--- src/rtl/kgp_ctrl_pkg.sv ---
// Shared KGP-RISC control definitions: opcodes, ALUOp classes, FSM states and
// the decoded-opcode record passed from opcode_decode to the control FSM.
package kgp_ctrl_pkg;

    localparam int unsigned MEM_TIMEOUT_DEF = 255;

    localparam logic [5:0] OP_RTYPE    = 6'b000000;
    localparam logic [5:0] OP_ADDI     = 6'b000001;
    localparam logic [5:0] OP_SUBI     = 6'b000010;
    localparam logic [5:0] OP_ANDI     = 6'b000011;
    localparam logic [5:0] OP_ORI      = 6'b000100;
    localparam logic [5:0] OP_XORI     = 6'b000101;
    localparam logic [5:0] OP_SLAI     = 6'b000110;
    localparam logic [5:0] OP_SRAI     = 6'b000111;
    localparam logic [5:0] OP_SRLI     = 6'b001000;
    localparam logic [5:0] OP_LD       = 6'b001001;
    localparam logic [5:0] OP_ST       = 6'b001010;
    localparam logic [5:0] OP_MOVE     = 6'b001011;
    localparam logic [5:0] OP_J        = 6'b001100;
    localparam logic [5:0] OP_BR_FIRST = 6'b001101;
    localparam logic [5:0] OP_BR_LAST  = 6'b010000;
    localparam logic [5:0] OP_HALT     = 6'b111111;

    localparam logic [3:0] ALU_ADD   = 4'b0000;
    localparam logic [3:0] ALU_SUB   = 4'b0001;
    localparam logic [3:0] ALU_RTYPE = 4'b0010;
    localparam logic [3:0] ALU_AND   = 4'b0100;
    localparam logic [3:0] ALU_OR    = 4'b0101;
    localparam logic [3:0] ALU_XOR   = 4'b0110;
    localparam logic [3:0] ALU_SLA   = 4'b0111;
    localparam logic [3:0] ALU_SRA   = 4'b1000;
    localparam logic [3:0] ALU_SRL   = 4'b1001;
    localparam logic [3:0] ALU_MEM   = 4'b1010;
    localparam logic [3:0] ALU_BR    = 4'b1011;
    localparam logic [3:0] ALU_MOVE  = 4'b1100;

    typedef enum logic [2:0] {
        S_FETCH,
        S_DECODE,
        S_EXEC,
        S_MEM,
        S_WB,
        S_HALT
    } state_t;

    typedef struct packed {
        logic [3:0] aluop;
        logic       alu_src;
        logic       rtype;
        logic       imm;
        logic       ld;
        logic       st;
        logic       br;
        logic       jmp;
        logic       halt;
        logic       illegal;
    } op_class_t;

    localparam op_class_t CLASS_NONE    = op_class_t'(13'h0000);
    localparam op_class_t CLASS_ILLEGAL = op_class_t'(13'h0001);

    function automatic op_class_t imm_class(input logic [3:0] aluop);
        op_class_t c;
        c         = CLASS_NONE;
        c.aluop   = aluop;
        c.alu_src = 1'b1;
        c.imm     = 1'b1;
        return c;
    endfunction

endpackage

--- src/rtl/opcode_decode.sv ---
// Combinational opcode classifier: ALUOp class, B-operand select and type flags.
module opcode_decode
    import kgp_ctrl_pkg::*;
(
    input  logic [5:0] opcode,
    output op_class_t  cls
);

    always_comb begin
        cls = CLASS_NONE;
        case (opcode)
            OP_RTYPE: begin
                cls.aluop = ALU_RTYPE;
                cls.rtype = 1'b1;
            end
            OP_ADDI: cls = imm_class(ALU_ADD);
            OP_SUBI: cls = imm_class(ALU_SUB);
            OP_ANDI: cls = imm_class(ALU_AND);
            OP_ORI:  cls = imm_class(ALU_OR);
            OP_XORI: cls = imm_class(ALU_XOR);
            OP_SLAI: cls = imm_class(ALU_SLA);
            OP_SRAI: cls = imm_class(ALU_SRA);
            OP_SRLI: cls = imm_class(ALU_SRL);
            OP_LD: begin
                cls.aluop   = ALU_MEM;
                cls.alu_src = 1'b1;
                cls.ld      = 1'b1;
            end
            OP_ST: begin
                cls.aluop   = ALU_MEM;
                cls.alu_src = 1'b1;
                cls.st      = 1'b1;
            end
            OP_MOVE: begin
                cls.aluop   = ALU_MOVE;
                cls.alu_src = 1'b1;
            end
            OP_J:    cls.jmp  = 1'b1;
            OP_HALT: cls.halt = 1'b1;
            default: begin
                if (opcode >= OP_BR_FIRST && opcode <= OP_BR_LAST) begin
                    cls.aluop = ALU_BR;
                    cls.br    = 1'b1;
                end else begin
                    cls = CLASS_ILLEGAL;
                end
            end
        endcase
    end

endmodule

--- src/rtl/control_fsm.sv ---
// KGP-RISC multi-cycle main control: FETCH/DECODE/EXEC/MEM/WB/HALT sequencing
// with registered Moore outputs plus the few decisions that must act this cycle.
module control_fsm
    import kgp_ctrl_pkg::*;
#(
    parameter int unsigned MEM_TIMEOUT = MEM_TIMEOUT_DEF
) (
    input  logic       clk,
    input  logic       rst,
    input  logic [5:0] opcode,
    input  logic       alu_zero,
    input  logic       mem_ready,
    output logic [3:0] ALUOp,
    output logic       ir_write,
    output logic       pc_write,
    output logic       pc_src,
    output logic       alu_src,
    output logic       reg_write,
    output logic       mem_to_reg,
    output logic       mem_read,
    output logic       mem_write,
    output logic       instr_done,
    output logic       illegal_op,
    output logic       mem_err,
    output logic       halted
);

    localparam logic [7:0] TIMEOUT_CNT = 8'(MEM_TIMEOUT);

    state_t     state;
    op_class_t  dec;
    op_class_t  cls;
    logic [7:0] wait_cnt;
    logic       pc_write_q;
    logic       done_q;
    logic       timeout;

    opcode_decode u_opcode_decode (
        .opcode (opcode),
        .cls    (dec)
    );

    // Input-dependent decisions (branch taken, illegal opcode, memory handshake)
    // must show in the same cycle, so they bypass the output registers.
    assign timeout    = (state == S_MEM) && !mem_ready && (wait_cnt == TIMEOUT_CNT);
    assign mem_err    = timeout;
    assign illegal_op = (state == S_DECODE) && dec.illegal;
    assign pc_write   = pc_write_q || ((state == S_EXEC) && cls.br && alu_zero);
    assign instr_done = done_q || illegal_op || timeout ||
                        ((state == S_MEM) && cls.st && mem_ready);

    always_ff @(posedge clk or posedge rst) begin
        if (rst) begin
            state      <= S_FETCH;
            cls        <= CLASS_ILLEGAL;
            wait_cnt   <= '0;
            ALUOp      <= '0;
            ir_write   <= 1'b0;
            pc_write_q <= 1'b0;
            pc_src     <= 1'b0;
            alu_src    <= 1'b0;
            reg_write  <= 1'b0;
            mem_to_reg <= 1'b0;
            mem_read   <= 1'b0;
            mem_write  <= 1'b0;
            done_q     <= 1'b0;
            halted     <= 1'b0;
        end else begin
            ALUOp      <= '0;
            ir_write   <= 1'b0;
            pc_write_q <= 1'b0;
            pc_src     <= 1'b0;
            alu_src    <= 1'b0;
            reg_write  <= 1'b0;
            mem_to_reg <= 1'b0;
            mem_read   <= 1'b0;
            mem_write  <= 1'b0;
            done_q     <= 1'b0;
            case (state)
                S_FETCH: begin
                    // Reset parks in FETCH with enables low; the first edge arms them.
                    if (ir_write) begin
                        state <= S_DECODE;
                    end else begin
                        ir_write   <= 1'b1;
                        pc_write_q <= 1'b1;
                    end
                end
                S_DECODE: begin
                    cls <= dec;
                    if (dec.illegal) begin
                        state      <= S_FETCH;
                        ir_write   <= 1'b1;
                        pc_write_q <= 1'b1;
                    end else if (dec.halt) begin
                        state  <= S_HALT;
                        halted <= 1'b1;
                    end else begin
                        state      <= S_EXEC;
                        ALUOp      <= dec.aluop;
                        alu_src    <= dec.alu_src;
                        pc_src     <= dec.br || dec.jmp;
                        pc_write_q <= dec.jmp;
                        done_q     <= dec.br || dec.jmp;
                    end
                end
                S_EXEC: begin
                    if (cls.ld || cls.st) begin
                        state     <= S_MEM;
                        wait_cnt  <= '0;
                        ALUOp     <= ALU_MEM;
                        mem_read  <= cls.ld;
                        mem_write <= cls.st;
                    end else if ((cls.rtype || cls.imm || cls.alu_src) &&
                                 !cls.halt && !cls.illegal) begin
                        state     <= S_WB;
                        ALUOp     <= cls.aluop;
                        alu_src   <= cls.alu_src;
                        reg_write <= 1'b1;
                        done_q    <= 1'b1;
                    end else begin
                        state      <= S_FETCH;
                        ir_write   <= 1'b1;
                        pc_write_q <= 1'b1;
                    end
                end
                S_MEM: begin
                    if (mem_ready && cls.ld) begin
                        state      <= S_WB;
                        ALUOp      <= cls.aluop;
                        alu_src    <= cls.alu_src;
                        reg_write  <= 1'b1;
                        mem_to_reg <= 1'b1;
                        done_q     <= 1'b1;
                    end else if (mem_ready || timeout) begin
                        state      <= S_FETCH;
                        ir_write   <= 1'b1;
                        pc_write_q <= 1'b1;
                    end else begin
                        ALUOp     <= ALU_MEM;
                        mem_read  <= cls.ld;
                        mem_write <= cls.st;
                        if (wait_cnt != '1) begin
                            wait_cnt <= wait_cnt + 8'd1;
                        end
                    end
                end
                S_WB: begin
                    state      <= S_FETCH;
                    ir_write   <= 1'b1;
                    pc_write_q <= 1'b1;
                end
                S_HALT: state <= S_HALT;
                default: state <= S_FETCH;
            endcase
        end
    end

endmodule

--- config.mk ---
export PLATFORM = sky130hd
export DESIGN_NAME = control_fsm
export DESIGN_NICKNAME = d
export VERILOG_FILES = /design/src/rtl/kgp_ctrl_pkg.sv /design/src/rtl/opcode_decode.sv /design/src/rtl/control_fsm.sv
export SDC_FILE = /design/constraint.sdc
export NUM_CORES = 1
export LEC_CHECK = 0
export ABC_CLOCK_PERIOD_IN_PS = 1900
export CAP_MARGIN = 20
export CORE_MARGIN = 4
export CORE_UTILIZATION = 45
export CTS_CLUSTER_DIAMETER = 80
export DETAILED_ROUTE_END_ITERATION = 8
export MAX_ROUTING_LAYER = met4
export PLACE_DENSITY = 0.73
export SETUP_SLACK_MARGIN = 0.15
export SLEW_MARGIN = 5
export SYNTH_ARGS = -nofsm -noshare
export SYNTH_HDL_FRONTEND = slang
export SYNTH_SLANG_ARGS = --single-unit
export TNS_END_PERCENT = 1
--- constraint.sdc ---
create_clock -name clk -period 1.9 [get_ports clk]
set_input_delay 0.19 -clock clk [delete_from_list [all_inputs] [get_ports clk]]
set_output_delay 0.19 -clock clk [all_outputs]
set_load 0.01 [all_outputs]
# [Word-level counts from Yosys, hierarchy flattened]
# Index checks and enable logic that the tools add are counted.
# Widths: inputs -> output; s select.
[word_totals] reg_bits=37 in_bits=10 output_inout_bits=16 wordCells=154
[op_classes] add_sub_neg=1 n_lt_le_gt_ge=2 eq_ne=26 n_mux=66 bitwise=1 n_reduce_logical=36
[ops] op="$pmux 4 s11" n=1
[ops] op="$mux 1" n=35
[ops] op="$mux 8" n=4
[ops] op="$eq 6x4->1 const B" n=5
[ops] op="$mux 4" n=7
[ops] op="$reduce_or 13->1" n=2
[ops] op="$eq 6x3->1 const B" n=4
[ops] op="$mux 3" n=7
[ops] op="$pmux 8 s2" n=1
[ops] op="$pmux 3 s5" n=1
[ops] op="$reduce_or 14->1" n=1
[ops] op="$eq 6x2->1 const B" n=2
[ops] op="$pmux 4 s3" n=1
[ops] op="$logic_and 1x1->1" n=11
[ops] op="$reduce_or 11->1" n=1
[ops] op="$pmux 1 s2" n=5
[ops] op="$pmux 1 s5" n=2
[ops] op="$logic_or 1x1->1" n=9
[ops] op="$add 8x1->8 const B" n=1
[ops] op="$eq 8x8->1 const B" n=1
[ops] op="$ne 8x8->1 const B" n=1
[ops] op="$reduce_or 8->1" n=1
[ops] op="$eq 3x2->1 const B" n=2
[ops] op="$eq 3x3->1 const B" n=2
[ops] op="19 further kinds" n=25

# [Longest topological paths before layout]
# Gate-level depths: netlist (run 1).
[logic_depth] word_depth=8 depth_mapped=5 ltp_nobuf=5

# [By module]
# Synthesis (run 1) repeated with hierarchy kept, for this count alone.
[hier_totals] cells_unflattened=187 area_unflattened_um2=1959.4
[by_module_without_submodules] mod="control_fsm" n_inst=1 cells_each=144 area_each_um2=1690.4 seq_area_each_um2=927.1
[by_module_without_submodules] mod="opcode_decode" n_inst=1 cells_each=43 area_each_um2=269.0 seq_area_each_um2=0.0

# [Worst setup path before layout (run 1)]
# No wires, ideal clock.
[synth_path] path_type="register to register" from="register state[1]" to="register cls[4] (netlist bit)" setup_ps=68 t_arrival_ps=1500 required_time_ps=1832 slack_ps=332 stages_incl_launch_ff=5 path_buffers=0 synth_period_minus_slack_ps=1568 path_cell_list="dfrtp_1 -> or4b_4 -> nand2b_4 -> nor3b_2 -> a32o_1"
[synth_via] elab_chain_len=1
[synth_rtl] element="start, declared" line_no="control_fsm.sv:30" rtl="state_t state;"
[synth_rtl] element="start signal, assigned" line_no="control_fsm.sv:54" rtl="state <= S_FETCH;"
[synth_rtl] element="start signal, assigned" line_no="control_fsm.sv:83" rtl="state <= S_DECODE;"
[synth_rtl] element="start signal, assigned" line_no="control_fsm.sv:92" rtl="state <= S_FETCH;"
[synth_rtl] element="$eq 3x1->1" line_no="control_fsm.sv:79" rtl="case (state)"
[synth_rtl] element="end signal, assigned" line_no="control_fsm.sv:55" rtl="cls <= CLASS_ILLEGAL;"
[synth_rtl] element="end signal, assigned" line_no="control_fsm.sv:90" rtl="cls <= dec;"
[synth_rtl] element="end, declared" line_no="control_fsm.sv:32" rtl="op_class_t cls;"
# No other way between the ends.
# A chain may end at the register's enable or synchronous reset.

# [Final worst setup path (run 1)]
[layout_path] from="register wait_cnt[1]" to="output port instr_done"
[layout_via] elab_chain_len=4
[layout_rtl] element="start, declared" line_no="control_fsm.sv:33" rtl="logic [7:0] wait_cnt;"
[layout_rtl] element="start signal, assigned" line_no="control_fsm.sv:144" rtl="wait_cnt <= wait_cnt + 8'd1;"
[layout_rtl] element="$eq 8x8->1" line_no="control_fsm.sv:45" rtl="assign timeout = (state == S_MEM) && !mem_ready && (wait_cnt == TIMEOUT_CNT);"
[layout_rtl] element="$logic_and 1x1->1" line_no="control_fsm.sv:45"
[layout_rtl] element="$logic_or 1x1->1 (2 in series)" line_no="control_fsm.sv:49" rtl="assign instr_done = done_q || illegal_op || timeout ||"
[layout_rtl] element="end, declared" line_no="control_fsm.sv:22" rtl="output logic instr_done,"
# No other way between the ends.

==> impl_metrics.csv, run 1 <==
group,metric,value,unit
status,outcome,"finished, violations left",
die,die_w,74.05,µm
synth,avgSynthCellArea,9.718,µm²
worst_setup_path,worst_path_required,1.71,ns
final_layout,reg.largest.list,"cls (12), wait_cnt (8), ALUOp (4)",
route,routed_wirelength,4972,µm
grt,grt_pass1_vias,1804,
worst_setup_path,timing.critical_path.fanout_max,3,
die,number_of_rows_created_at_floorplan,23,
grt,global_route_wire_length_before_repair,8418,µm
final_layout,synthesis_to_finish_area_growth,39.01,%
sta,worst_slew_pin_slew,0.5616,ns
sta,max_freq,524.4,MHz
grt,grt_antenna_before_repair,0,
grt,grt_start_max_net_pins,38,
sta,timing.hold.ws,0.3141,ns
synth,post-synth-top-count-cell,"sky130_fd_sc_hd__dfrtp_1",
die,die_h,74.05,µm
sta,layout_worst_path_cycle_share,100.4,%
clock_network,cts.root.buffer_cell,"sky130_fd_sc_hd__clkbuf_8",
synth,synthesis.instances,202,
pwr,total_power,3169,µW
final_layout,final_nets,279,
synth,postSynthRegisterBits,37,
placed_design,dp_cells,306,
final_layout,fillerInstances,325,
sta,slew_headroom,62.22,%
sta,setup_repair_after_global_routing_missed_its_margin,"true",
synth,yosys_warnings,0,
synth,synth_enable_flop_cells,0,
status,violations,"setup timing",
worst_setup_path,rr_worst_depth,5,
sta,totalNegativeSetupSlack,-0.006973,ns
sta,crit_path_time_final,1.907,ns
clock_network,clock_tree.buffer_depth,2,
clock_network,numCtsBuffers,5,
route,wl_per_cell,15.59,µm
synth,async_flop_share,100.0,%
sta,slew_violations,0,
final_layout,drive_above_1_share,33.09,%
placed_design,port_buffers,25,
worst_setup_path,cpPeakStageDelay,0.44,ns
worst_setup_path,worstPathArrival,1.72,ns
route,firstDrtPassIters,4,
worst_setup_path,crit_path_start_kind,"register",
placed_design,hpwl,3705,µm
worst_setup_path,crit_type,"reg -> out",
flow_run,drv_cap,0,
clock_network,clock_sinks,37,
synth,synth_nets,213,
final_layout,final_util,66.31,%
sta,post-route-worst-setup-slack,-0.006973,ns
final_layout,final_cell_count_no_fill,319,
pwr,p_per_area,1161,nW/µm²
worst_setup_path,worstReg2RegEnd,"cls[4]$_DFFE_PP0P_",
pwr,power.leakage,0.001280,µW
die,io_pins,26,
sta,endpoints_failing_hold,0,
clock_network,worst_skew_pair.late_latency,0.29,ns
synth,synth-main-ff-cell,"sky130_fd_sc_hd__dfrtp_1",
worst_setup_path,critical_path.endpoint_type,"output port",
worst_setup_path,slowest_stage,"sky130_fd_sc_hd__or4_4",
worst_setup_path,critical_path.cell_chain,"ha_2, nand2_2, or4_4, a21oi_2, or3_4, buf_6",
synth,ys_types,57,
route,antenna_violating_nets_left,0,
die,initial_utilization,47.70,%
worst_setup_path,timing.critical_path.from,"wait_cnt[1]$_DFFE_PP0P_",
hold_path,worst_hold_class,"in -> async",
synth,synth_area_leaders,"sky130_fd_sc_hd__dfrtp_1 46%, sky130_fd_sc_hd__o21ai_0 4.6%, sky130_fd_sc_hd__nand2_1 4.0%",
worst_setup_path,timing.rr.start,"state[1]$_DFFE_PP0P_",
clock_network,path_clk_slew,0.07,ns
route,count_of_routing_violations_after_the_opening_detailed_route_iteration,145,
route,vias,1785,
synth,synthTopCellsByCount,"36 x sky130_fd_sc_hd__dfrtp_1, 21 x sky130_fd_sc_hd__nand2_1, 18 x sky130_fd_sc_hd__o21ai_0",
clock_network,cts_tree,"done",
pwr,irDropWorstVdd,0.4509,mV
placed_design,gp_routability_congestion,0.9061,
route,ratio_of_routed_vias_to_standard_cells,5.596,
worst_setup_path,minimum_setup_slack_among_reg_to_reg_paths,0.15,ns
final_layout,largest_register_ffs,12,
synth,syn-cell-area,1963,µm²
synth,synth_largest_type_area_fraction,45.89,%
final_layout,register_with_the_most_flip_flops,"cls",
route,drt_drc_violations_left,0,
grt,overflow,0,
final_layout,diodes,0,
synth,synthDominantAreaCellType,"sky130_fd_sc_hd__dfrtp_1",
grt,overall_track_demand_over_capacity_in_global_routing,20.71,%
worst_setup_path,critical_path_buf_inv_count,1,
worst_setup_path,critical_path.top_delay_family,"simple AND/OR/NAND/NOR gates",
die,core_area,4115,µm²
die,design.die.area,5483,µm²
clock_network,ctsHtreeMaxLevel,2,
sta,finalSetupViolCount,1,
sta,fin_worst_skew,0.005940,ns
synth,yosysSeqAreaShare,47.23,%
==> stage by stage <==
step / cell area [µm²] / setup WS (ns)
after CTS: 2638 / -0.09630
after floorplan: 1963 / 0.3323
after global routing: 2729 / -0.06693
after global placement: 2522 / -0.4683
final: 2729 / -0.006973
after detailed placement: 2522 / -0.4768
==> what timing repair did <==
action,in CTS,in global routing
pin swaps,6,8
buffers inserted,2,3
gates resized for setup,20,25
endpoints found under the setup margin,10,19
hold buffers,0,0
==> tightest hold or removal path, delay by kind of cell <==
family	cells	cell delay [ns]
buf+inv	3	0.85
==> where the power goes <==
group | internal, µW | switching [µW] | total, µW
combinational | 789 | 729 | 1520
sequential | 1010 | 115 | 1120
clock | 254 | 275 | 529
==> cell families (layout without fill, tap and decap cells) <==
family,after synthesis,after routing,synth area share (%)
xor+xnor,2,2,0.8925
flops,37,37,47.23
buf+inv,20,87,3.887
simple gates,81,81,24.98
fa+ha+maj,1,1,0.6372
compound gates,57,57,20.33
mux,4,4,2.040
==> metal layers <==
metal / wire (µm) / vias up / global-route usage, % / part of all wire, %
li1: - / 877 / - / -
met1: 2155 / 861 / 24.03 / 43
met2: 2538 / 41 / 36.22 / 51
met3: 215 / 6 / 4.054 / 4.3
met4: 63 / 0 / 6.036 / 1.3
met5: 0 / - / - / 0
==> cell usage in the layout, fill, tap and decap left out, types with 4 or more instances in the layout <==
cell,synthesis,routed
sky130_fd_sc_hd__nand2_1,21,20
sky130_fd_sc_hd__dfrtp_1,36,35
sky130_fd_sc_hd__nand3_1,4,4
sky130_fd_sc_hd__nor3_1,7,6
sky130_fd_sc_hd__a21oi_1,7,5
sky130_fd_sc_hd__or2_2,4,4
sky130_fd_sc_hd__mux2i_1,4,4
sky130_fd_sc_hd__nor2_1,8,6
sky130_fd_sc_hd__nand2b_1,5,5
sky130_fd_sc_hd__inv_1,12,12
sky130_fd_sc_hd__clkdlybuf4s50_1,0,17
sky130_fd_sc_hd__a21o_1,4,4
sky130_fd_sc_hd__o21ai_0,18,17
sky130_fd_sc_hd__buf_4,0,39
sky130_fd_sc_hd__and2_1,5,5
sky130_fd_sc_hd__a31o_2,4,4
sky130_fd_sc_hd__clkbuf_8,0,5
sky130_fd_sc_hd__buf_6,0,5
==> cell type report <==
| type | instances | area [µm²] | share of cell area [%] |
|---|---|---|---|
| Multi-Input combinational cell | 145 | 1035 | 37.92 |
| Clock buffer | 6 | 72.57 | 2.659 |
| Tap cell | 50 | 62.56 | 2.293 |
| Sequential cell | 37 | 928.4 | 34.02 |
| Clock inverter | 2 | 10.01 | 0.3668 |
| Inverter | 12 | 45.04 | 1.651 |
| Timing Repair Buffer | 67 | 575.6 | 21.09 |
==> worst max-delay path by stage <==
stage | end | slack (ns) | depth (start not counted)
2_1_floorplan | cls[4]$_DFFE_PP0P_ | 0.33 | 4
3_3_place_gp | instr_done | -0.47 | 5
3_5_place_dp | instr_done | -0.48 | 5
4_1_cts | instr_done | -0.1 | 5
5_1_grt | instr_done | -0.07 | 6
6_report | instr_done | -0.007 | 6
(Power assumes the default switching activity.)
==> run 2: changes to the inputs <==
--- a/config.mk
+++ b/config.mk
@@ -8,11 +8,11 @@
 export ABC_CLOCK_PERIOD_IN_PS = 1900
 export CAP_MARGIN = 20
 export CORE_MARGIN = 4
-export CORE_UTILIZATION = 45
+export CORE_UTILIZATION = 40
 export CTS_CLUSTER_DIAMETER = 80
 export DETAILED_ROUTE_END_ITERATION = 8
 export MAX_ROUTING_LAYER = met4
-export PLACE_DENSITY = 0.73
+export PLACE_DENSITY = 0.67
 export SETUP_SLACK_MARGIN = 0.15
 export SLEW_MARGIN = 5
 export SYNTH_ARGS = -nofsm -noshare
==> run 2 against run 1 <==
  * The flow still finishes with violations (setup timing)
  * Critical path type unchanged
  * Via count up 0.56%
  * Utilization down 7.5 points
  * Routed wire length increased by 0.38%
==> impl_metrics.csv, run 2 (same netlist as run 1, synthesis figures left out) <==
group,metric,value,unit
status,outcome,"finished, violations left",
status,violations,"setup timing",
grt,grt_pass1_vias,1735,
clock_network,worst_skew_pair.late_latency,0.29,ns
placed_design,hpwl,3720,µm
final_layout,largest_register_ffs,12,
clock_network,path_clk_slew,0.08,ns
route,ratio_of_routed_vias_to_standard_cells,5.342,
clock_network,ctsHtreeMaxLevel,2,
die,design.die.area,6093,µm²
placed_design,port_buffers,25,
final_layout,register_with_the_most_flip_flops,"cls",
worst_setup_path,worst_path_required,1.71,ns
worst_setup_path,crit_path_start_kind,"register",
die,die_h,78.06,µm
sta,endpoints_failing_hold,0,
grt,global_route_wire_length_before_repair,8362,µm
grt,met1_usage,22.56,%
pwr,p_per_area,1194,nW/µm²
die,core_area,4723,µm²
sta,layout_worst_path_cycle_share,100.7,%
final_layout,layout.cells.most_common_list,"38 x sky130_fd_sc_hd__buf_4, 35 x sky130_fd_sc_hd__dfrtp_1, 20 x sky130_fd_sc_hd__nand2_1",
die,initial_utilization,41.56,%
final_layout,final_nets,279,
grt,grt_busiest_layer,"met2",
worst_setup_path,worstPathArrival,1.72,ns
hold_path,worst_hold_class,"in -> async",
route,vias,1795,
grt,met2_usage,29.45,%
sta,worst_slew_pin_slew,0.6375,ns
die,io_pins,26,
final_layout,synthesis_to_finish_area_growth,41.56,%
grt,globalRouteMet3Util,3.555,%
pwr,power.leakage,0.001262,µW
route,antenna_violating_nets_left,0,
sta,post-route-worst-setup-slack,-0.01322,ns
final_layout,drive_above_1_share,33.09,%
worst_setup_path,critical_path.endpoint_type,"output port",
route,drt_drc_violations_left,0,
route,wl_per_cell,14.85,µm
clock_network,clock_sinks,37,
final_layout,final_util,58.83,%
grt,overall_track_demand_over_capacity_in_global_routing,18.07,%
sta,timing.hold.ws,0.2994,ns
grt,grt_start_max_net_pins,38,
worst_setup_path,crit_type,"reg -> out",
sta,slew_headroom,57.17,%
route,routed_wirelength,4991,µm
grt,grt_antenna_before_repair,0,
sta,crit_path_time_final,1.913,ns
route,count_of_routing_violations_after_the_opening_detailed_route_iteration,96,
sta,finalSetupViolCount,1,
sta,fin_worst_skew,0.007896,ns
clock_network,cts.root.buffer_cell,"sky130_fd_sc_hd__clkbuf_8",
sta,max_freq,522.7,MHz
worst_setup_path,timing.critical_path.fanout_max,2,
clock_network,numCtsBuffers,5,
placed_design,gp_routability_congestion,0.8825,
clock_network,cts_tree,"done",
flow_run,drv_cap,0,
grt,overflow,0,
sta,slew_violations,0,
route,firstDrtPassIters,4,
die,die_w,78.06,µm
sta,setup_repair_after_global_routing_missed_its_margin,"true",
die,number_of_rows_created_at_floorplan,25,
final_layout,reg.largest.list,"cls (12), wait_cnt (8), ALUOp (4)",
pwr,irDropWorstVdd,0.5197,mV
clock_network,hold_buffers,0,
final_layout,layout_commonest_cell,"sky130_fd_sc_hd__buf_4",
clock_network,clock_tree.buffer_depth,2,
final_layout,diodes,0,
final_layout,fillerInstances,421,
run 2: worst max-delay path, stage by stage, from the launching register on:
cell	delay [ns]
sky130_fd_sc_hd__dfrtp_1	0.35
sky130_fd_sc_hd__ha_2	0.20
sky130_fd_sc_hd__nand2_2	0.07
sky130_fd_sc_hd__or4_4	0.43
sky130_fd_sc_hd__a21oi_2	0.16
sky130_fd_sc_hd__or3_1	0.10
sky130_fd_sc_hd__buf_2	0.12
run 2: routing by layer:
| metal | vias up | share of wire, % |
|---|---|---|
| met1 | 883 | 45 |
| met5 | - | 0 |
| met2 | 21 | 51 |
| met3 | 9 | 2.7 |
| met4 | 0 | 1.4 |
| li1 | 882 | - |
run 2: per-stage QoR:
step | power (µW) | worst slack (ns) | TNS, ns | area, µm² | cells
2_1_floorplan | 1872 | 0.3323 | 0 | 1963 | 202
3_3_place_gp | 2506 | -0.4525 | -1.007 | 2559 | 325
3_5_place_dp | 2530 | -0.4765 | -1.021 | 2559 | 325
4_1_cts | 3270 | -0.01230 | -0.01230 | 2733 | 335
5_1_grt | 3548 | -0.09006 | -0.09006 | 2779 | 336
6_report | 3317 | -0.01322 | -0.01322 | 2779 | 336
run 2: cell type report:
class | count | area [µm²] | share of cell area, %
multi-input combinational | 145 | 1051 | 37.82
clock inverter | 3 | 46.29 | 1.666
tap | 67 | 83.83 | 3.017
clock buffer | 5 | 68.82 | 2.476
timing repair buffer | 67 | 555.5 | 19.99
inverter | 12 | 45.04 | 1.621
sequential | 37 | 928.4 | 33.41
run 2: what timing repair did:
| action | in CTS | in global routing |
|---|---|---|
| resized for setup | 31 | 15 |
| setup buffers | 2 | 1 |
| endpoints found under the hold margin | 0 | 0 |
| pin swaps | 8 | 8 |
| setup endpoints to repair | 7 | 21 |
run 2: worst paths after layout:
path	start	to	slack, ns	depth (start not counted)
max in group asynchronous	rst	cls[0]$_DFFE_PP1P_	1.25	3
hold reg to reg	halted$_DFFE_PP0P_	halted$_DFFE_PP0P_	0.48	1
setup reg to reg	state[2]$_DFFE_PP0P_	cls[5]$_DFFE_PP0P_	0.08	5
setup / recovery	wait_cnt[1]$_DFFE_PP0P_	instr_done	-0.01	6
hold / removal	rst	mem_read$_DFF_PP0_	0.30	3
min in group clk	opcode[1]	state[1]$_DFFE_PP0P_	0.44	3
run 2: report_power, final:
part	switching, µW	total, µW	leakage, µW	internal [µW]
Sequential	121	1130	0.000470	1010
Combinational	733	1500	0.000738	767
Clock	296	689	0.0000543	393
Total	1150	3320	0.00126	2170
